===== config.mk =====
export PLATFORM = sky130hd
export DESIGN_NAME = bsr_chain
export DESIGN_NICKNAME = d
export VERILOG_FILES = /design/src/rtl/bsr_chain.sv
export SDC_FILE = /design/constraint.sdc
export NUM_CORES = 1
export LEC_CHECK = 0
export CORE_MARGIN = 2
export CORE_UTILIZATION = 45
export DETAILED_ROUTE_END_ITERATION = 8
export HOLD_SLACK_MARGIN = 0.12
export PLACE_DENSITY = 0.83
export SLEW_MARGIN = 30
export SYNTH_ARGS = -nofsm -noshare
export SYNTH_HDL_FRONTEND = slang
export SYNTH_SLANG_ARGS = --single-unit

===== constraint.sdc =====
create_clock -name tck -period 1.6 [get_ports tck]
set_input_delay 0.16 -clock tck [delete_from_list [all_inputs] [get_ports tck]]
set_output_delay 0.16 -clock tck [all_outputs]
set_load 0.1 [all_outputs]

===== src/rtl/bsr_chain.sv =====
`default_nettype none
// ---------------------------------------------------------------------------
// bsr_chain : WIDTH-cell boundary-scan register with shift counter and frame pulse
// Revision  : 1.0
// ---------------------------------------------------------------------------
module bsr_chain #(
  parameter int               WIDTH     = 8,
  parameter logic [WIDTH-1:0] UPD_RESET = {WIDTH{1'b0}}
) (
  input  logic                     tck,
  input  logic                     trst_n,
  input  logic [WIDTH-1:0]         pin,
  output logic [WIDTH-1:0]         pout,
  input  logic                     sin,
  output logic                     sout,
  input  logic                     capture_dr,
  input  logic                     shift_dr,
  input  logic                     update_dr,
  input  logic                     mode,
  output logic [$clog2(WIDTH)-1:0] shift_cnt,
  output logic                     frame_done
);

  localparam int CW = $clog2(WIDTH);
  localparam logic [CW-1:0] CNT_LAST = CW'(WIDTH - 1);

  logic [WIDTH-1:0] sr_q, sr_d;
  logic [WIDTH-1:0] ur_q, ur_d;
  logic [CW-1:0]    cnt_q, cnt_d;
  logic             fd_q, fd_d;

  always_comb begin
    sr_d  = sr_q;
    cnt_d = cnt_q;
    fd_d  = 1'b0;
    // Update always sees the pre-edge shift stage, whatever the shift stage does.
    ur_d  = update_dr ? sr_q : ur_q;
    if (capture_dr) begin
      sr_d  = pin;
      cnt_d = '0;
    end else if (shift_dr) begin
      sr_d = {sin, sr_q[WIDTH-1:1]};
      if (cnt_q == CNT_LAST) begin
        cnt_d = '0;
        fd_d  = 1'b1;
      end else begin
        cnt_d = cnt_q + CW'(1);
      end
    end
  end

  always_ff @(posedge tck or negedge trst_n) begin
    if (!trst_n) begin
      sr_q  <= '0;
      ur_q  <= UPD_RESET;
      cnt_q <= '0;
      fd_q  <= 1'b0;
    end else begin
      sr_q  <= sr_d;
      ur_q  <= ur_d;
      cnt_q <= cnt_d;
      fd_q  <= fd_d;
    end
  end

  assign sout       = sr_q[0];
  assign pout       = mode ? ur_q : pin;
  assign shift_cnt  = cnt_q;
  assign frame_done = fd_q;

endmodule
`default_nettype wire


# Word-level counts from Yosys, hierarchy flattened
# Index checks and enable logic that the tools add are counted.
# Widths: inputs -> output; s select.
word_totals:
  rom_bits: 0
  latch_bits: 0
  regBits: 20
  mem_bits_rw: 0
  elab_cells: 16
  mem_count: 0
classes:
  n_mul: 0
  bitwise_logic: 0
  n_addsub: 1
  n_eq_ne: 1
  n_shift: 0
  magnitude_cmp: 0
  n_div: 0
  reduce_logical: 1
  muxes: 9
op_table:
  columns: ["cell", "n"]
  rows:
  - ["$mux 8", 3]
  - ["$mux 3", 3]
  - ["$add 3x1->3 const B", 1]
  - ["$eq 3x3->1 const B", 1]
  - ["$mux 1", 3]
  - ["$reduce_bool 2->1", 1]

# Longest topological paths before layout
logic_depth:
  word_depth: 4
  ltp_mapped: 4
  mapped_depth_nobuf: 4

# Worst setup path after synthesis
# OpenSTA, ideal clock, no wires.
synth_path:
  kind: "register -> register"
  start: "register cnt_q[0] (netlist: shift_cnt[0])"
  end: "register cnt_q[0] (netlist: shift_cnt[0])"
  period_less_slack_ns: 1.860
  arrival_ns: 1.786
  setup_time_ns: 0.074
  path_stages_with_launch: 5
  required_ns: 1.526
  path_slack_ns: -0.260
  path_cell_list: "dfrtp_1 > ha_1 > ha_1 > or3b_1 > a21oi_2"
synth_between:
  elab_chain_cells: 4
  elab_cells_between_ends: 5
  classes_between: "1 x add/sub; 1 x eq/ne; 3 x mux"
synth_rtl:
  columns: ["element", "line_no", "text"]
  rows:
  - ["from (decl)", "29", "logic [CW-1:0] cnt_q, cnt_d;"]
  - ["from (signal assigned)", "61", "cnt_q <= cnt_d;"]
  - ["$add 3x1->3 / $eq 3x3->1 (equally long branches)", "47, 43", null]
  - ["$mux 3 *", "43", "if (cnt_q == CNT_LAST) begin"]
  - ["$mux 3 *", "41", "end else if (shift_dr) begin"]
  - ["$mux 3 *", "38", "if (capture_dr) begin"]
# Mark *: on every way between the ends. The rest lies on a longest branch, timed or not. The select of a mux whose other input is x is not followed.
# A chain may end at the register's enable or synchronous reset.

# Worst setup path after layout
# Same ends and word-level chain as after synthesis.

==> impl_metrics.env <==
export IMPL_outcome="completed"
export IMPL_p_per_area_nw_per_um2=999
export IMPL_hold_path_class="in2async"
export IMPL_antenna_found_initial=0
export IMPL_final_util_pct=72.8
export IMPL_netlist_area_leader_share_pct=53.1
export IMPL_tns_ns=0
export IMPL_fin_crit_ns=1.52
export IMPL_htree_levels=1
export IMPL_grt_setup_unrepaired="false"
export IMPL_synthArstFlopShare_pct=100
export IMPL_synth_edf_count=0
export IMPL_ys_warn_count=0
export IMPL_r2r_slack_ns=0.08
export IMPL_cts_reportedPaths_clkPinSlew_ns=0.12
export IMPL_required_ns=1.83
export IMPL_endpoint_kind="flop"
export IMPL_gp_congestion=0.756
export IMPL_setup_worst_path_end="shift_cnt[0]"
export IMPL_grt_ovfl_total=0
export IMPL_via_per_inst=5.09
export IMPL_finalNonFillerCells=135
export IMPL_max_slew_margin_pct=74.0
export IMPL_grt_max_degree=21
export IMPL_layout_drive_gt1_share_pct=38.9
export IMPL_dp_cells=131
export IMPL_setup_viol=0
export IMPL_dr_first_iter_drc_count=5
export IMPL_clk_latency_ns=0.29
export IMPL_synth_ff_type="dfrtp_1"
export IMPL_cp_startpoint="shift_cnt[0]"
export IMPL_num_fill_cells=145
export IMPL_critPathMaxFanout=4
export IMPL_max_cap_violations=0
export IMPL_design_portCount=28
export IMPL_grt_pass1_vias=748
export IMPL_r2r_start="shift_cnt[0]"
export IMPL_portBuffers=27
export IMPL_finalWorstSetupSlack_ns=0.0834
export IMPL_die_y_um=49.8
export IMPL_r2r_end="shift_cnt[0]"
export IMPL_holdWs_ns=0.188
export IMPL_rr_worst_depth=4
export IMPL_synth_fp_nets=93
export IMPL_fmax_mhz=659
export IMPL_post_cts_setup_buffers=0
export IMPL_cts_tree="built"
export IMPL_clock_skew_ns=0.00470
export IMPL_wl_um=1970
export IMPL_synth_cells=76
export IMPL_synth_area_um2=943
export IMPL_cts_sinks=20
export IMPL_cts_hold_buf=0
export IMPL_syn2layout_area_growth_pct=51.5
export IMPL_vdd_drop_max_mv=0.649
export IMPL_final_nets=126
export IMPL_grt_pass1_wl_um=3480
export IMPL_clockRootBuffer="clkbuf_4"
export IMPL_yosys_area_top_type="dfrtp_1"
export IMPL_numCtsBuffers=3
export IMPL_ys_types=14
export IMPL_core_um2=1960
export IMPL_syn_avg_cell_area_um2=12.4
export IMPL_crit_type="reg2reg"
export IMPL_synth_area_leaders="dfrtp_1 (53%), mux2_2 (19%), mux2i_1 (11%), o21ai_1 (3.7%), nand2_1 (3.6%)"
export IMPL_start_util_pct=48.1
export IMPL_hpwlAfterDp_um=1560
export IMPL_ys_ff_latch=20
export IMPL_cts_resized=0
export IMPL_vias=687
export IMPL_min_period_over_period_pct=94.8
export IMPL_hold_viol=0
export IMPL_dieArea_um2=2480
export IMPL_drc=0
export IMPL_die_x_um=49.8
export IMPL_rows=16
export IMPL_synth_top_cells_by_count="dfrtp_1 (20), mux2_2 (16), mux2i_1 (10)"
export IMPL_firstDrtPassIters=4
export IMPL_wl_per_cell_um=14.6
export IMPL_seq_area_frac_synth_pct=53.1
export IMPL_antenna_left=0
export IMPL_antenna_cells=0
export IMPL_drv_slew=0
export IMPL_tightest_slew_ns=0.390
export IMPL_arrival_ns=1.75
export IMPL_track_usage_pct=18.3
export IMPL_clock_path_buffers=2
export IMPL_total_leakage_power_uw=0.000647
export IMPL_dpl_worst_slack_ns=0.0996
export IMPL_yosysMostFrequentCell="dfrtp_1"
export IMPL_startpoint_type="flop"
## worst max-delay path: stages (launching register included)
cell,delay [ns]
dfrtp_4,0.52
ha_1,0.22
ha_1,0.20
or3b_1,0.39
a21oi_2,0.12
## layout by cell type (no fill, tap or decap)
| cell | instances |
|---|---|
| dfrtp_2 | 1 |
| ha_1 | 2 |
| o21ai_1 | 7 |
| a21oi_2 | 1 |
| clkbuf_1 | 1 |
| dfrtp_4 | 2 |
| nand2_1 | 9 |
| dfrtp_1 | 17 |
| or3b_1 | 1 |
| mux2_2 | 16 |
| clkdlybuf4s50_1 | 14 |
| buf_12 | 13 |
| mux2i_1 | 10 |
| clkbuf_4 | 3 |
| nor2_1 | 3 |
| nand2b_1 | 1 |
| o21ai_0 | 1 |
| buf_4 | 6 |
## registers in the layout, indices dropped and copies added (netlist names)
| signal | count |
|---|---|
| frame_done | 1 |
| shift_cnt | 3 |
| sr_q | 8 |
| ur_q | 8 |
## routing by layer
layer | GRT usage [%] | vias up | routed length, µm
met1 | 23.0 | 333 | 814
met4 | 4.17 | 0 | 10
met2 | 31.6 | 20 | 1040
met3 | 4.55 | 2 | 103
met5 | 0 | - | 0
li1 | - | 332 | -
## area by class of cell
class	count	area, µm²	area share [%]
multi-input cells	51	414	29.0
repair buffers	33	445	31.2
clock buffers	4	26.3	1.84
well taps	27	33.8	2.36
flip-flops and latches	20	509	35.6
## through the flow
stage	total power (µW)	area, µm²
5_1_grt	1480	1430
2_1_floorplan	957	952
3_3_place_gp	1180	1400
6_report	1430	1430
4_1_cts	1430	1430
3_5_place_dp	1190	1400
## worst min-delay path by stage
stage             from           end
2_1_floorplan   trst_n    frame_done
3_3_place_gp   ur_q[5]       ur_q[5]
3_5_place_dp   ur_q[5]       ur_q[5]
4_1_cts         trst_n  shift_cnt[1]
5_1_grt         trst_n  shift_cnt[0]
6_report        trst_n  shift_cnt[0]
## report_power, final
part,switching (µW),internal [µW],total [µW]
Sequential,38.6,562,601
Clock,153,96.9,250
Combinational,341,236,577
Total,532,895,1430
## cells by family (layout without fill, tap and decap cells)
family,after synthesis,in the layout,share of synthesized area (%)
adder cells (fa/ha/maj),2,2,2.65
flip-flops,20,20,53.1
AND/OR/NAND/NOR,14,14,6.37
buffers and inverters,5,37,3.05
multiplexers,26,26,29.7
AO/OA/AOI/OAI,9,9,5.17
(Power assumes the default switching activity.)
==> variant, RTL diff (config.mk and constraints unchanged) <==
Set the parameter `WIDTH` to 16 (it was 8).
--- a/src/rtl/bsr_chain.sv
+++ b/src/rtl/bsr_chain.sv
@@ -6,3 +6,3 @@
 module bsr_chain #(
-  parameter int               WIDTH     = 8,
+  parameter int               WIDTH     = 16,
   parameter logic [WIDTH-1:0] UPD_RESET = {WIDTH{1'b0}}
Ports: changed (resized pin, pout and shift_cnt); port bits go from 28 to 45. No check against the original RTL was run, so the function may have changed too.
==> variant against the unedited design <==
  * Power rose by 99%
  * Setup slack improved by 0.024 ns
  * Critical endpoint is now pout[6]
  * Area after synthesis increased by 85%
  * Wire length rose by 100%
  * Sequential cell count up 17
  * Cell area rose by 83%
  * Global-route usage increased by 2.2 points
  * Core utilization down 1.8 points
  * Cell count increased by 79%
==> variant: results (changes against the unedited design) <==
| Metric | Value |
|---|---|
| Outcome | `complete, no violations` |
| Non-clk bufs | `51 (+55%)` |
| CTS Buf Count | `5 (+2)` |
| CP Max Fanout | `8 (+4)` |
| Place WS | `0.02844 ns (-0.07121 ns)` |
| Multi-input combinational area share | `29.19% (+0.21 points)` |
| Leak Pwr | `1.165 nW (+80%)` |
| Htree depth | `2 (+1)` |
| Post-synthesis sequential area ratio | `52.97% (-0.080 points)` |
| CP top delay family | `buffers and inverters` |
| DP Cell Count | `233 (+78%)` |
| CP max stage delay | `0.36 ns (-0.16 ns)` |
| Root buf cell | `clkbuf_8` |
| Peak VDD IR | `0.8072 mV (+24%)` |
| Count of multi-input gates | `98 (+92%)` |
| Non-clock inverters | `0 (unchanged)` |
| Sink Count | `37 (+85%)` |
| Share of cells above drive strength 1 | `32.47% (-6.4 points)` |
| Die X | `66.33 um (+33%)` |
| Most common library cells after synthesis | `37 x dfrtp_1, 22 x mux2_2, 20 x nand2_1, 17 x mux2i_1, 16 x o21ai_1` |
| Tot GR Track Use | `20.47% (+2.2 points)` |
| Fill cells | `273 (+88%)` |
| Crit path DAT | `1.33 ns (-0.42 ns)` |
| Pwr/cell area | `1086 mW/mm^2 (+8.7%)` |
| Top cells by area, synth | `dfrtp_1 53%, mux2_2 14%, mux2i_1 9.7%` |
| HPWL after DPL | `2599 um (+66%)` |
| DR iter-0 viols | `105 (+100)` |
| Dpl cell area | `0.002497 sq mm (+78%)` |
| Clock power frac | `23.4% (+5.9 points)` |
| Clock-cell share | `3.440% (+1.6 points)` |
| Yosys warns | `0 (unchanged)` |
| IO Port Bufs | `44 (+63%)` |
| Total net switching power | `1.019 mW (+92%)` |
| Drt total wl | `3952 um (+100%)` |
| First-pass GRT wire length | `6637 um (+91%)` |
| Worst-margin pin slew | `0.4560 ns (+0.06650 ns)` |
| Sequential power | `1.12 mW (+86%)` |
| Slowest CP cell | `mux2_1` |
| Clock Skews | `0.006237 ns (+0.001542 ns)` |
| Post_cts resized | `4 (+4)` |
| Vias | `1328 (+93%)` |
| Pin count of the biggest net entering global routing | `38 (+81%)` |
| Cell variety after synth | `19 (+5)` |
| Synth Area per Inst | `12.05 sq um (-2.9%)` |
| Sequential cell area | `929.6 sq um (+83%)` |
| Final #Nets | `217 (+72%)` |
| Net Sw Frac | `35.85% (-1.5 points)` |
| Syn nets | `169 (+82%)` |
| Clk_buf instances | `8 (+4)` |
| CTS clock-pin slew for the worst setup and hold paths | `0.07 ns (-0.05 ns)` |
| Critical Path Start | `mode` |
[variant: worst paths after layout]
kind                                      to  slack, ns  cells after the start
worst max-delay path                 pout[6]       0.11                      4
worst min-delay path                 ur_q[6]       0.29                      2
worst max register to register  shift_cnt[2]       0.47                      4
worst min register to register      ur_q[13]       0.50                      1
max in group asynchronous       shift_cnt[2]       0.97                      2
min in group tck                    sr_q[13]       0.44                      3
[variant: layer usage]
layer | track usage, % | routed length, um | vias to the layer above
met5 | 0 | 0 | -
met3 | 7.155 | 227 | 11
met1 | 25.55 | 1706 | 668
met4 | 7.653 | 103 | 0
met2 | 32.63 | 1914 | 41
li1 | - | - | 608
[variant: cell families (layout without fill, tap and decap cells)]
group / count (synthesis) / after routing / synth area share [%]
mux: 49 / 49 / 30.35
flops: 37 / 37 / 52.97
buf+inv: 10 / 59 / 3.293
compound gates: 20 / 20 / 5.726
simple gates: 27 / 27 / 6.442
fa+ha+maj: 1 / 1 / 0.7157
xor+xnor: 1 / 1 / 0.5012
